--- config.mk ---
export PLATFORM = sky130hd
export DESIGN_NAME = adc_sample_frontend
export DESIGN_NICKNAME = d
export VERILOG_FILES = /design/src/rtl/adc_sample_frontend.sv
export SDC_FILE = /design/constraint.sdc
export NUM_CORES = 1
export LEC_CHECK = 0
export CORE_ASPECT_RATIO = 0.9
export CORE_MARGIN = 2
export CORE_UTILIZATION = 35
export CTS_CLUSTER_SIZE = 24
export DETAILED_ROUTE_END_ITERATION = 7
export GPL_TIMING_DRIVEN = 0
export PLACE_DENSITY = 0.62
export SYNTH_ARGS = -nofsm -noshare
export SYNTH_HDL_FRONTEND = slang
export SYNTH_SLANG_ARGS = --single-unit
--- constraint.sdc ---
create_clock -name clk -period 2.05 [get_ports clk]
set_input_delay 0.5125 -clock clk [delete_from_list [all_inputs] [get_ports clk]]
set_output_delay 0.5125 -clock clk [all_outputs]
set_load 0.01 [all_outputs]
--- src/rtl/adc_sample_frontend.sv ---
// adc_sample_frontend
// Serial ADC front end for the FIR filter cores. A free-running sample counter
// starts one 16-bit SPI-style frame per sample period (CPOL=1, data captured on
// sclk rising edges), checks the four leading zeros, converts the 12-bit
// offset-binary code to two's complement and raises the f_s strobe one cycle
// after the new word has been published on dout.
module adc_sample_frontend #(
  parameter int CLK_DIV   = 2500,
  parameter int SCLK_HALF = 4
) (
  input  logic        clk,
  input  logic        rst,
  input  logic        en,
  input  logic        adc_miso,
  output logic        adc_sclk,
  output logic        adc_cs_n,
  output logic        f_s,
  output logic [11:0] dout,
  output logic        dout_valid,
  output logic        fmt_err
);

  localparam int CNT_W   = (CLK_DIV > 2) ? $clog2(CLK_DIV) : 1;
  localparam int FS_HIGH = CLK_DIV / 2;
  localparam int FS_W    = (FS_HIGH > 2) ? $clog2(FS_HIGH) : 1;
  localparam int TICK_W  = $clog2(SCLK_HALF + 1);

  // A frame plus its setup/teardown must fit inside the f_s high phase, so a
  // new frame never starts while the previous one is still in flight.
  if ((CLK_DIV % 2) != 0) begin : g_div_odd
    $error("adc_sample_frontend: CLK_DIV must be even");
  end
  if (SCLK_HALF < 1) begin : g_half_zero
    $error("adc_sample_frontend: SCLK_HALF must be at least 1");
  end
  if (!((2 + 32 * SCLK_HALF + 2) < (CLK_DIV / 2))) begin : g_div_short
    $error("adc_sample_frontend: CLK_DIV too short for one ADC frame");
  end

  typedef enum logic [2:0] {
    IDLE,
    SETUP,
    SHIFT,
    HOLD,
    DONE
  } state_t;

  state_t              state;
  logic [CNT_W-1:0]    sample_cnt;
  logic [TICK_W-1:0]   tick;
  logic [4:0]          half_cnt;
  logic [15:0]         shift_reg;
  logic [FS_W-1:0]     fs_cnt;

  // Sample-period counter: wraps every CLK_DIV cycles whether or not en is set,
  // so the sample grid stays fixed while the front end is paused.
  always_ff @(posedge clk or posedge rst) begin
    if (rst) begin
      sample_cnt <= '0;
    end else if (sample_cnt == CNT_W'(CLK_DIV - 1)) begin
      sample_cnt <= '0;
    end else begin
      sample_cnt <= sample_cnt + 1'b1;
    end
  end

  // Frame sequencer: chip select, serial clock, bit capture and publication of
  // the converted word, all from registers so the ADC pins never glitch.
  // SETUP runs one cycle longer than a half period: the first cycle is the
  // chip-select lead time, the rest is the sclk-high idle before the first
  // falling edge. The last sclk high half is kept whole before releasing cs_n.
  always_ff @(posedge clk or posedge rst) begin
    if (rst) begin
      state      <= IDLE;
      adc_cs_n   <= 1'b1;
      adc_sclk   <= 1'b1;
      tick       <= '0;
      half_cnt   <= '0;
      shift_reg  <= '0;
      dout       <= '0;
      dout_valid <= 1'b0;
      fmt_err    <= 1'b0;
    end else begin
      dout_valid <= 1'b0;
      fmt_err    <= 1'b0;
      case (state)
        IDLE: begin
          adc_cs_n <= 1'b1;
          adc_sclk <= 1'b1;
          if (sample_cnt == '0 && en) begin
            state    <= SETUP;
            adc_cs_n <= 1'b0;
            tick     <= '0;
          end
        end
        SETUP: begin
          if (tick == TICK_W'(SCLK_HALF)) begin
            state    <= SHIFT;
            adc_sclk <= 1'b0;
            tick     <= '0;
            half_cnt <= '0;
          end else begin
            tick <= tick + 1'b1;
          end
        end
        SHIFT: begin
          if (tick == TICK_W'(SCLK_HALF - 1)) begin
            tick     <= '0;
            adc_sclk <= ~adc_sclk;
            half_cnt <= half_cnt + 5'd1;
            if (!adc_sclk) begin
              shift_reg <= {shift_reg[14:0], adc_miso};
            end
            if (half_cnt == 5'd31) begin
              state    <= HOLD;
              adc_sclk <= 1'b1;
              adc_cs_n <= 1'b1;
            end
          end else begin
            tick <= tick + 1'b1;
          end
        end
        HOLD: begin
          state <= DONE;
        end
        DONE: begin
          if (shift_reg[15:12] == 4'b0000) begin
            dout       <= {~shift_reg[11], shift_reg[10:0]};
            dout_valid <= 1'b1;
          end else begin
            fmt_err <= 1'b1;
          end
          state <= IDLE;
        end
        default: begin
          state    <= IDLE;
          adc_cs_n <= 1'b1;
          adc_sclk <= 1'b1;
        end
      endcase
    end
  end

  // Sample strobe: rises the cycle after a good word is published and stays
  // high for half a sample period; bad frames never raise it.
  always_ff @(posedge clk or posedge rst) begin
    if (rst) begin
      f_s    <= 1'b0;
      fs_cnt <= '0;
    end else if (dout_valid) begin
      f_s    <= 1'b1;
      fs_cnt <= '0;
    end else if (f_s) begin
      if (fs_cnt == FS_W'(FS_HIGH - 1)) begin
        f_s <= 1'b0;
      end else begin
        fs_cnt <= fs_cnt + 1'b1;
      end
    end
  end

endmodule

==> impl_metrics.py <==
metrics = {
    "global_route": {
        "overflow": 0,
        "grt_pass1_vias": 1951,
        "grt.total_usage_pct": 12.15,
        "grt_antenna_before_repair": 0,
        "grt_pass1_wl_mm": 9.108,
        "grt_max_degree": 35,
    },
    "placement": {
        "hpwlAfterDp_mm": 3.638,
        "gp_congestion": 0.8270,
        "numPortBuffers": 20,
    },
    "clock_tree": {
        "cts_tree": "done",
        "htreeDepth": 3,
        "path_clk_slew_ns": 0.07,
        "clock_latency_ns": 0.34,
        "clkSinkCount": 67,
        "cts_inserted_buffers": 9,
        "hold_buffers": 0,
        "cts_root_buffer": "clkbuf_8",
        "cts_buffer_depth": 2,
    },
    "worst_setup_path": {
        "path_buf_inv": 1,
        "critical_path_class": "reg2out",
        "critPathLaunchType": "flip-flop",
        "cp_max_fo": 2,
        "slowest_delay_ns": 0.54,
        "crit_path_top_delay_cell": "dfstp_2",
        "worstPathRequired_ns": 1.54,
        "cp_top_family": "flip-flops",
        "arrival_ns": 1.40,
        "cp-end-kind": "output port",
        "crit_chain": "clkdlybuf4s50_1",
    },
    "finish": {
        "area_delta_synth_final_pct": 17.91,
        "regArea_um2": 1679,
        "nets": 308,
        "largest_register_ffs": 16,
        "layout_commonest_cell": "dfrtp_1",
        "multiInputGateArea_um2": 1326,
        "final_cell_mix": "dfrtp_1 (65), nor2_1 (21), mux2_2 (20)",
        "fin_util_pct": 42.49,
        "drive_gt1_share_pct": 21.07,
        "fillers": 811,
        "n_antenna_cell": 0,
    },
    "floorplanning": {
        "rows": 32,
        "initial_core_util_pct": 36.03,
        "die_w_um": 103.2,
        "core-area_um2": 8608,
        "fp.dieArea_um2": 9632,
        "die_y_um": 93.31,
        "boundaryPins": 21,
    },
    "synth": {
        "ys_seq_area_share_pct": 54.13,
        "netlist_area_um2": 3102,
        "ys_ff_latch": 67,
        "async_reset_ff_share_pct": 100.0,
        "syn_inst": 261,
        "synthesis.area_per_instance_um2": 11.88,
        "synth-main-ff-cell": "dfrtp_1",
        "synth_edf_count": 0,
        "yosys_warnings": 0,
        "syn_nets": 275,
        "synthDistinctLibCells": 50,
    },
    "drt": {
        "drtAntennaViolNets": 0,
        "vias": 2004,
        "drc": 0,
        "wl_per_cell_um": 12.35,
        "dr.pass1.iters": 4,
        "drtIter0Drc": 82,
        "routed_wl_mm": 5.162,
        "detail_route.vias_per_cell": 4.794,
    },
    "power_and_ir_drop": {
        "vdd_ir_drop_max_uv": 427.8,
        "p_per_area_nw_per_um2": 625.7,
        "p_leak_uw": 0.001654,
    },
    "timing": {
        "final.min_clock_period_ns": 1.908,
        "skew_ns": 0.009823,
        "rsz0062_at_grt": "no",
        "slew_viol_final": 0,
        "hold-worst-slack_ns": 0.4517,
        "worst_slew_pin_slew_ns": 0.4170,
        "finalCritPeriodShare_pct": 93.09,
        "fmax_mhz": 524.0,
        "max_slew_margin_pct": 71.96,
        "setup_violations": 0,
        "finalHoldViolations": 0,
    },
    "status": {
        "status": "finished, final reports clean",
    },
    "min_path": {
        "min_path_type": "in2async",
    },
    "run": {
        "maxCapViolations": 0,
    },
}
-- metrics by stage --
step / instances / setup slack (ns) / setup TNS [ns] / power, µW / cell area (µm²)
6_report: 418 / 0.1417 / 0 / 2288 / 3657
5_1_grt: 418 / 0.0007208 / 0 / 2401 / 3657
4_1_cts: 418 / 0.01700 / 0 / 2331 / 3655
3_5_place_dp: 402 / 0.1315 / 0 / 1407 / 3495
3_3_place_gp: 400 / -0.07038 / -4.378 / 1397 / 3455
2_1_floorplan: 261 / 0.3787 / 0 / 1381 / 3105
-- layout make-up --
type / instances / area share [%]
Clock inverter: 6 / 0.8895
Tap cell: 119 / 4.071
Multi-Input combinational cell: 174 / 36.26
Sequential cell: 67 / 45.91
Timing Repair Buffer: 22 / 6.637
Clock buffer: 10 / 3.490
Inverter: 12 / 1.334
Buffer: 8 / 1.403
-- worst reg2reg max path, cell delays in order (launching register included) --
cell,delay [ns]
dfrtp_1,0.38
ha_1,0.18
ha_1,0.31
nand3_2,0.16
nor2_4,0.22
buf_6,0.19
mux2_2,0.34
-- layer usage --
layer | vias up | wire length, µm | track usage (%)
met4 | 0 | 44 | 3.618
li1 | 982 | - | -
met2 | 22 | 2276 | 17.64
met1 | 994 | 2645 | 16.87
met5 | - | 0 | 0
met3 | 6 | 195 | 4.634
-- cell usage after synthesis (2+ instances only) --
cell type	instances	share of area [%]
nand3b_1	2	0.48
nor3_1	5	0.81
buf_2	5	0.81
dfrtp_1	65	52
a41oi_1	2	0.56
xnor2_1	11	3.1
o31ai_1	2	0.48
nor4b_1	2	0.56
nor2b_1	4	0.81
and3_1	6	1.2
a211oi_1	2	0.48
buf_6	2	0.73
and2_1	2	0.40
nor2_1	21	2.5
or3_1	2	0.40
nand4_1	5	1.0
nand2_1	14	1.7
a22o_1	3	0.85
a31oi_1	2	0.40
mux2_2	20	7.3
dfstp_2	2	1.7
mux2_4	7	3.4
o21ai_0	9	1.5
xor2_1	6	1.7
inv_1	11	1.3
a21oi_1	6	0.97
and4_1	2	0.56
nand3_1	10	1.6
ha_1	10	4.0
-- what timing repair did --
action | in CTS | in global routing
setup endpoints to repair | 0 | 1
setup buffers | 0 | 0
hold endpoints to repair | 0 | 0
gates resized for setup | 0 | 1
-- worst paths after layout --
kind	cells after the start	start	slack [ns]	to
worst max-delay path	1	adc_cs_n	0.14	adc_cs_n
worst max register to register	6	tick[1]	0.15	shift_reg[5]
min in group clk	1	dout_valid	0.46	fs_cnt[1]
worst min register to register	1	dout_valid	0.46	fs_cnt[1]
max in group asynchronous	4	rst	0.97	sample_cnt[2]
worst min-delay path	2	rst	0.45	tick[0]
-- kinds of logic (layout without fill, tap and decap cells) --
family,Yosys count,after routing,synth area share [%]
muxes,28,28,10.97
adders and majority gates,10,10,4.034
AOI/OAI and AO/OA,31,31,6.535
xor gates and xnor gates,17,17,4.800
buffers and inverters,20,58,3.106
and+or+nand+nor,88,88,16.42
DFF,67,67,54.13
-- where the power goes --
| part | internal, µW | total, µW | switching, µW |
|---|---|---|---|
| Sequential | 1330 | 1330 | 4.25 |
| Combinational | 18.1 | 46.3 | 28.2 |
| Clock | 428 | 910 | 482 |
Note: power is estimated with default switching activity, not from simulation.
